--- config.mk ---
export PLATFORM = sky130hd
export DESIGN_NAME = gray_to_bin_tracker
export DESIGN_NICKNAME = d
export VERILOG_FILES = /design/src/rtl/gray_pkg.sv /design/src/rtl/gray_sync.sv /design/src/rtl/gray_to_bin_tracker.sv
export SDC_FILE = /design/constraint.sdc
export NUM_CORES = 1
export LEC_CHECK = 0
export ABC_AREA = 1
export BUFFER_PORTS_ARGS = -buffer_cell sky130_fd_sc_hd__buf_2
export CAP_MARGIN = 15
export CORE_ASPECT_RATIO = 0.9
export CORE_MARGIN = 3
export CORE_UTILIZATION = 45
export CTS_CLUSTER_SIZE = 12
export DETAILED_ROUTE_END_ITERATION = 6
export GPL_TIMING_DRIVEN = 1
export PLACE_DENSITY = 0.65
export SLEW_MARGIN = 10
export SYNTH_ARGS = -nofsm -noshare
export SYNTH_HDL_FRONTEND = slang
export SYNTH_SLANG_ARGS = --single-unit
--- constraint.sdc ---
create_clock -name clk -period 3.6 [get_ports clk]
set_input_delay 0 -clock clk [delete_from_list [all_inputs] [get_ports clk]]
set_output_delay 0 -clock clk [all_outputs]
set_load 0.02 [all_outputs]
--- src/rtl/gray_pkg.sv ---
// Shared definitions for the Gray-code receive path: FSM state encodings
// and reference conversion functions at a fixed maximum width.
package gray_pkg;

  // Widest code the reference functions handle; narrower codes are
  // zero-extended, which leaves their low bits converting correctly.
  localparam int GRAY_MAX_W = 32;

  // Tracker FSM encodings
  typedef enum logic [1:0] {
    ST_IDLE    = 2'd0,
    ST_ACQUIRE = 2'd1,
    ST_TRACK   = 2'd2
  } state_t;

  // Gray -> binary: b[i] is the XOR of g[MAX-1:i]
  function automatic logic [GRAY_MAX_W-1:0] gray_to_bin(input logic [GRAY_MAX_W-1:0] g);
    logic [GRAY_MAX_W-1:0] b;
    b = g;
    for (int k = 1; k < GRAY_MAX_W; k++) begin
      b = b ^ (g >> k);
    end
    return b;
  endfunction

  // Binary -> Gray: each bit is the XOR of itself and its upper neighbour
  function automatic logic [GRAY_MAX_W-1:0] bin_to_gray(input logic [GRAY_MAX_W-1:0] b);
    return b ^ (b >> 1);
  endfunction

endpackage

--- src/rtl/gray_sync.sv ---
// Multi-flop synchroniser for an asynchronous WIDTH-bit Gray-coded bus.
// Because only one bit of a Gray code changes per step, a per-bit flop
// chain yields either the old or the new code, never a mixture.
module gray_sync #(
  parameter int WIDTH       = 4,
  parameter int SYNC_STAGES = 2
) (
  input  logic             clk,
  input  logic             rst,
  input  logic [WIDTH-1:0] i_async,
  output logic [WIDTH-1:0] o_sync
);

  logic [WIDTH-1:0] r_stage [SYNC_STAGES];

  // Shift the sampled code through the chain; synchronous reset clears every stage
  always_ff @(posedge clk) begin
    // NOTE: sequential state uses non-blocking assignments so each stage
    // captures its neighbour's value from before the edge.
    if (rst) begin
      for (int i = 0; i < SYNC_STAGES; i++) begin
        r_stage[i] <= '0;
      end
    end else begin
      r_stage[0] <= i_async;
      for (int i = 1; i < SYNC_STAGES; i++) begin
        r_stage[i] <= r_stage[i-1];
      end
    end
  end

  assign o_sync = r_stage[SYNC_STAGES-1];

endmodule

--- src/rtl/gray_to_bin_tracker.sv ---
// Receive-side Gray tracker: synchronises an asynchronous Gray code,
// decodes it to binary, classifies each change as +1 / -1 / illegal,
// and maintains direction pulses, a signed position and a sticky error.
module gray_to_bin_tracker
  import gray_pkg::*;
#(
  parameter int WIDTH       = 4,
  parameter int SYNC_STAGES = 2,
  parameter int POS_WIDTH   = 16
) (
  input  logic                 clk,
  input  logic                 rst,
  input  logic [WIDTH-1:0]     gray_in,
  input  logic                 en,
  input  logic                 clr_err,
  output logic [WIDTH-1:0]     bin_out,
  output logic                 bin_valid,
  output logic                 step_up,
  output logic                 step_dn,
  output logic                 err,
  output logic [POS_WIDTH-1:0] pos
);

  logic [WIDTH-1:0] w_gray_sync;
  logic [WIDTH-1:0] w_bin_new;
  logic             w_is_up;
  logic             w_is_dn;

  state_t                r_state;
  logic [WIDTH-1:0]      r_bin;
  logic                  r_valid;
  logic                  r_step_up;
  logic                  r_step_dn;
  logic                  r_err;
  logic [POS_WIDTH-1:0]  r_pos;

  gray_sync #(
    .WIDTH       (WIDTH),
    .SYNC_STAGES (SYNC_STAGES)
  ) u_sync (
    .clk     (clk),
    .rst     (rst),
    .i_async (gray_in),
    .o_sync  (w_gray_sync)
  );

  // Decode the synchronised Gray code, MSB first
  always_comb begin
    // NOTE: the MSB is assigned before the loop so every bit of the local
    // result is written on every pass and no latch is inferred.
    logic [WIDTH-1:0] v_bin;
    v_bin[WIDTH-1] = w_gray_sync[WIDTH-1];
    for (int i = WIDTH - 2; i >= 0; i--) begin
      v_bin[i] = v_bin[i+1] ^ w_gray_sync[i];
    end
    w_bin_new = v_bin;
  end

  // Adjacency relative to the last accepted code; WIDTH-bit sums wrap naturally
  assign w_is_up = (w_bin_new == r_bin + WIDTH'(1));
  assign w_is_dn = (w_bin_new == r_bin - WIDTH'(1));

  // Tracker FSM with registered outputs, position accumulator and sticky error
  always_ff @(posedge clk) begin
    if (rst) begin
      r_state   <= ST_IDLE;
      r_bin     <= '0;
      r_valid   <= 1'b0;
      r_step_up <= 1'b0;
      r_step_dn <= 1'b0;
      r_err     <= 1'b0;
      r_pos     <= '0;
    end else begin
      r_step_up <= 1'b0;
      r_step_dn <= 1'b0;
      // A fresh error later in this block overrides the clear
      if (clr_err) begin
        r_err <= 1'b0;
      end
      case (r_state)
        ST_IDLE: begin
          if (en) begin
            r_state <= ST_ACQUIRE;
          end
        end
        ST_ACQUIRE: begin
          r_bin   <= w_bin_new;
          r_valid <= 1'b1;
          r_state <= en ? ST_TRACK : ST_IDLE;
        end
        ST_TRACK: begin
          if (!en) begin
            r_state <= ST_IDLE;
          end else if (w_is_up) begin
            r_bin     <= w_bin_new;
            r_step_up <= 1'b1;
            r_pos     <= r_pos + POS_WIDTH'(1);
          end else if (w_is_dn) begin
            r_bin     <= w_bin_new;
            r_step_dn <= 1'b1;
            r_pos     <= r_pos - POS_WIDTH'(1);
          end else if (w_bin_new != r_bin) begin
            // Non-adjacent jump: resynchronise to the new code and flag it
            r_bin <= w_bin_new;
            r_err <= 1'b1;
          end
        end
        default: r_state <= ST_IDLE;
      endcase
    end
  end

  assign bin_out   = r_bin;
  assign bin_valid = r_valid;
  assign step_up   = r_step_up;
  assign step_dn   = r_step_dn;
  assign err       = r_err;
  assign pos       = r_pos;

endmodule

* After elaboration in Yosys (flattened, before gate mapping)
Memories as Yosys holds them, arrays and structs flattened. Cells that the tools add are included.
Storage, ports and cells: input bits 8, memories kept 1, register bits after elaboration 26, RAM bits 8, word-level logic and storage cells 60, output and inout port bits 24
Operators by class: multiplexer cells 24, bitwise operators 7, equality and inequality tests 9, reduce and logical (&&, ||, !) cells 8, add/subtract/negate cells 4
Memory list:
- u_sync.r_stage | words 2, bits a word 4, rd ports 2, clocked after memory_dff 0, write ports 2, line gray_sync.sv:14 | logic [WIDTH-1:0] r_stage [SYNC_STAGES];
Operators with widths (count):
- $mux 16 | 2
- $mux 4 | 6
- $add 16x1->16 const B | 1
- $sub 16x1->16 const B | 1
- $mux 1 | 11
- $eq 4x4->1 | 2
- $pmux 4 s2 | 1
- $mux 2 | 3
- $ne 2x2->1 const B | 3
- $pmux 2 s3 | 1
- $reduce_and 3->1 | 2
- $add 4x1->4 const B | 1
- $ne 4x4->1 | 1
- $ne 4x4->1 const B | 1
- $reduce_bool 2->1 | 2
- $reduce_or 4->1 | 1
- $sub 4x1->4 const B | 1
- $reduce_or 3->1 | 1
- $xor 1x1->1 | 3
- $eq 2x1->1 const B | 1
- $eq 2x2->1 const B | 1
- $logic_not 2->1 | 1
- $not 1->1 | 2
- $or 1x1->1 | 2
- $reduce_and 2->1 | 1

* Longest topological paths before layout
depth after elaboration 9, depth in mapped cells 22, gate-level depth less buffers 22

* Hierarchy
From an unflattened synthesis, not the netlist that was laid out.
Second synthesis, totals: cell total of the unflattened synthesis 331, area, all modules 2313.5 µm²
By module, submodules not included:
- gray_to_bin_tracker | instances 1, sequential area each 520.5 µm², cells each 302, area each 2052.0 µm²
- gray_sync | instances 1, sequential area each 160.2 µm², cells each 29, area each 261.5 µm²

* Worst setup path before layout
Ideal clock, no wire load.
path type register -> register, from reg r_bin[0] (netlist: bin_out[0]), to reg r_pos[12] (netlist: pos[12]), cell stages (with the launch flop) 16, period minus slack after synthesis 2.749 ns, path buffers 0, arrival time 2.632 ns, data required time 3.483 ns, path slack 0.851 ns, setup time 0.117 ns, path through dfxtp_1 inv_1 ha_1 inv_1 nand3_1 nand2_2 nor2_2 nand2_4 ha_1 a21o_1 a21boi_0 nand3_1 a21o_1 xor2_1 nor2_1 nor2_1
Between the ends: word-level cells in the longest chain between the ends 4, elaborated cells between the ends (all ways) 7, classes of those cells 2 x add/sub; 2 x eq/ne; 1 x mux; 2 x reduce/logical
RTL lines:
- start, declared | line gray_to_bin_tracker.sv:30 | logic [WIDTH-1:0] r_bin;
- start signal, assigned | line gray_to_bin_tracker.sv:87 | r_bin <= w_bin_new;
- start signal, assigned | line gray_to_bin_tracker.sv:95 | r_bin <= w_bin_new;
- start signal, assigned | line gray_to_bin_tracker.sv:99 | r_bin <= w_bin_new;
- $add 4x1->4 / $sub 4x1->4 (equally long branches) | line gray_to_bin_tracker.sv:60, gray_to_bin_tracker.sv:61
- $eq 4x4->1 (on tied branches) | line gray_to_bin_tracker.sv:60, gray_to_bin_tracker.sv:61
- $reduce_bool 2->1 (no source line)
- $reduce_and 3->1 (no source line)
- end signal, assigned | line gray_to_bin_tracker.sv:97 | r_pos <= r_pos + POS_WIDTH'(1);
- end signal, assigned | line gray_to_bin_tracker.sv:101 | r_pos <= r_pos - POS_WIDTH'(1);
- end, declared | line gray_to_bin_tracker.sv:35 | logic [POS_WIDTH-1:0] r_pos;
Parallel ways exist; a longest one is shown, timed or not. A chain may end at the register's enable or synchronous reset.

* Worst setup path in the final report
from reg r_bin[1] (netlist: bin_out[1]), to reg r_pos[13] (netlist: pos[13])
The elaborated chain is that of the path after synthesis.

==> metrics <==
Clock Pin Slew Worst Setup and Hold Paths=approximately 0.070 ns; Primary FF master, synth=dfxtp_1; port bufs=31; Syn Nets=between 300 and 400; Netlist Area Pre-Place=between 2000 and 2500 um^2; pin count of the biggest net entering global routing=23; post-route clock period utilization=just over 80%; DR WL met2=~1900 um; post-route clock skew=between 0.006 and 0.007 ns; pwr dens=426 nW/um^2; commonest non-fill, non-tap cell in the layout=nand2_1; Metal-1 WL=~2600 um; fmax=between 0.3 and 0.4 GHz; Tot Pwr=1.12 mW; pre-CTS setup slack=between 0.6 and 0.7 ns; Root Buffer=clkbuf_8; Non-Filler Instances=428; Post-synth EDFFs=0; startpoint type of the worst setup path=flop; CTS tree=built; worst slew pin tran=~0.7 ns; DR WL/cell=11.0 um; FF-to-FF End=pos[13]; Min-Delay Path Class=in2reg; Synth warnings=0; row cnt=23; I/O pin count=32; Vias=approximately 2000; leakage power total=about 1.4 nW; library cells used by synthesis=30; Mapped Cells=between 300 and 400; setup TNS=0 ns; Max transition margin=roughly 54%; Worst-Skew Late Latency=0.28 ns; Setup CP Type=reg2reg; post-route setup slack=0.623 ns; Max Slew Vio Count=0; final instance area=2630 um^2; antenna cells=0; WP data required=3.82 ns; Initial Util=48.6%; DP HPWL=about 3500 um; final wirelength=around 4700 um; chip height=about 73 um; Fillers=approximately 460; P&R area growth vs syn=16.0%; RSZ-0062 raised after global routing=false; ANT nets after route=0; Worst Hold Depth=2; area of placed instances=2470 um^2; R2R depth=19; hold path start=rst; critical path peak fanout=20; routed length on met3=just under 200 um; core area=~4700 um^2; r2r startpoint=bin_out[1]; CTS HTree Levels=2; most frequent cells in the layout=65 x nand2_1, 53 x nor2_1, 49 x inv_1; Vias per Instance=approximately 4.7; ys async rst share=0%; first-pass GRT wire length=between 8000 and 9000 um; crit path DAT=~3.2 ns; Mean Syn Cell Area=between 6 and 7 um^2; maximum vdd drop=roughly 0.00024 V; Final Setup Violations=0; layout cells sized above 1=15.0%; Fin. Hold Viols=0; placed insts=about 420; initial antenna violation count=0; outcome=completed; reg-to-reg slack, setup=roughly 0.62 ns; Inserted Clock Buffers=5; clk sinks=34; vias in the first global route=between 1500 and 2000; post-route minimum period=2.98 ns; initial DRC count=between 100 and 150; GPL Wtd Cong=0.850; drt first pass iters=4; clock buffer depth=2; register area share after synthesis=30.0%; DRC=0; Hold Path End=pos[2]; nets=a little under 400; Yosys reg bits=34; die footprint=approximately 5900 um^2; total grt overflow=0; max-cap viol count=0; Top Metal Used=met4; total global routing track utilization=17.9%; postcts setup bufs=0; Crit. End Element=flop; chip width=around 81 um
==> how the worst max path moves through the flow <==
| stage | start | end | slack [ns] | cells past startpoint |
|---|---|---|---|---|
| after detailed placement | bin_out[1] | pos[13] | 0.66 | 19 |
| final | bin_out[1] | pos[13] | 0.62 | 19 |
| after floorplan | bin_out[0] | pos[12] | 0.85 | 15 |
| after global routing | bin_out[1] | pos[15] | 0.31 | 19 |
| after CTS | bin_out[1] | pos[13] | 0.63 | 19 |
| after global placement | bin_out[0] | pos[13] | 0.70 | 19 |
==> cell families (layout without fill, tap and decap cells) <==
| logic type | count (synthesis) | after routing | share of synthesized area [%] |
|---|---|---|---|
| xor+xnor | 18 | 18 | 6.96 |
| simple gates | 151 | 151 | 29.7 |
| fa+ha+maj | 21 | 21 | 11.9 |
| buf+inv | 56 | 95 | 9.88 |
| flops | 34 | 34 | 30.0 |
| compound gates | 47 | 47 | 11.5 |
==> critical path, cell delays in order, from the launching register on <==
cell	delay (ns)
dfxtp_1	0.42
inv_1	0.10
ha_1	0.30
inv_1	0.04
nand3_1	0.08
nand2_2	0.07
nor2_2	0.18
nand2_4	0.20
ha_1	0.42
nand2_1	0.09
nor2_1	0.12
nand2_1	0.06
nand2_1	0.12
inv_1	0.06
o21bai_1	0.22
nand2_1	0.08
nand2_1	0.08
xor2_1	0.15
nor2_1	0.06
nor2_1	0.07
==> area by class of cell <==
cell class	count	area, um^2	area share (%)
sequential	34	681	25.9
timing repair buffer	36	205	7.81
clock inverter	3	40.0	1.52
tap	62	77.6	2.95
multi-input combinational	237	1360	51.8
inverter	51	194	7.38
clock buffer	5	68.8	2.62
==> metrics by stage <==
step           util [%]  hold WS (ns)
3_5_place_dp       53.0         0.207
4_1_cts            56.4        0.0204
5_1_grt            56.4        0.0447
2_1_floorplan         -        0.0624
3_3_place_gp       53.0         0.200
6_report           56.4        0.0286
==> registers in the layout, indices dropped and copies added (netlist names) <==
register	cells
bin_out	4
bin_valid	1
err	1
pos	16
r_state	2
step_dn	1
step_up	1
u_sync.r_stage	8
==> synthesized netlist by cell type, types with 2 or more instances <==
master	count	area (um^2)
inv_1	49	184
o21bai_1	2	15.0
nand2_1	65	244
nand3_1	14	70.1
clkbuf_1	2	7.51
xor2_1	12	105
dfxtp_1	34	681
nor2_1	53	199
a21o_1	3	22.5
nand4_1	5	31.3
o21ai_1	4	20.0
a21boi_0	2	15.0
xnor2_1	6	52.6
o21ai_0	15	75.1
a21oi_1	18	90.1
nand3_4	2	35.0
nand2_4	4	45.0
ha_1	20	250
nand2_2	6	37.5
==> per-layer routing <==
metal | vias up | global-route usage [%]
met2 | 37 | 26.3
met4 | 0 | 4.88
met1 | 878 | 26.7
met3 | 2 | 3.31
met5 | - | 0
li1 | 1105 | -
==> timing repair <==
item,in CTS,in global routing
gates resized for setup,0,0
endpoints found under the hold margin,5,0
hold buffers,5,0
==> power breakdown <==
| group | total (mW) | switching, mW | internal (mW) |
|---|---|---|---|
| Combinational | 0.364 | 0.231 | 0.133 |
| Clock | 0.349 | 0.146 | 0.204 |
| Sequential | 0.407 | 0.0147 | 0.392 |
No activity file was read; power rests on OpenSTA's default activity.
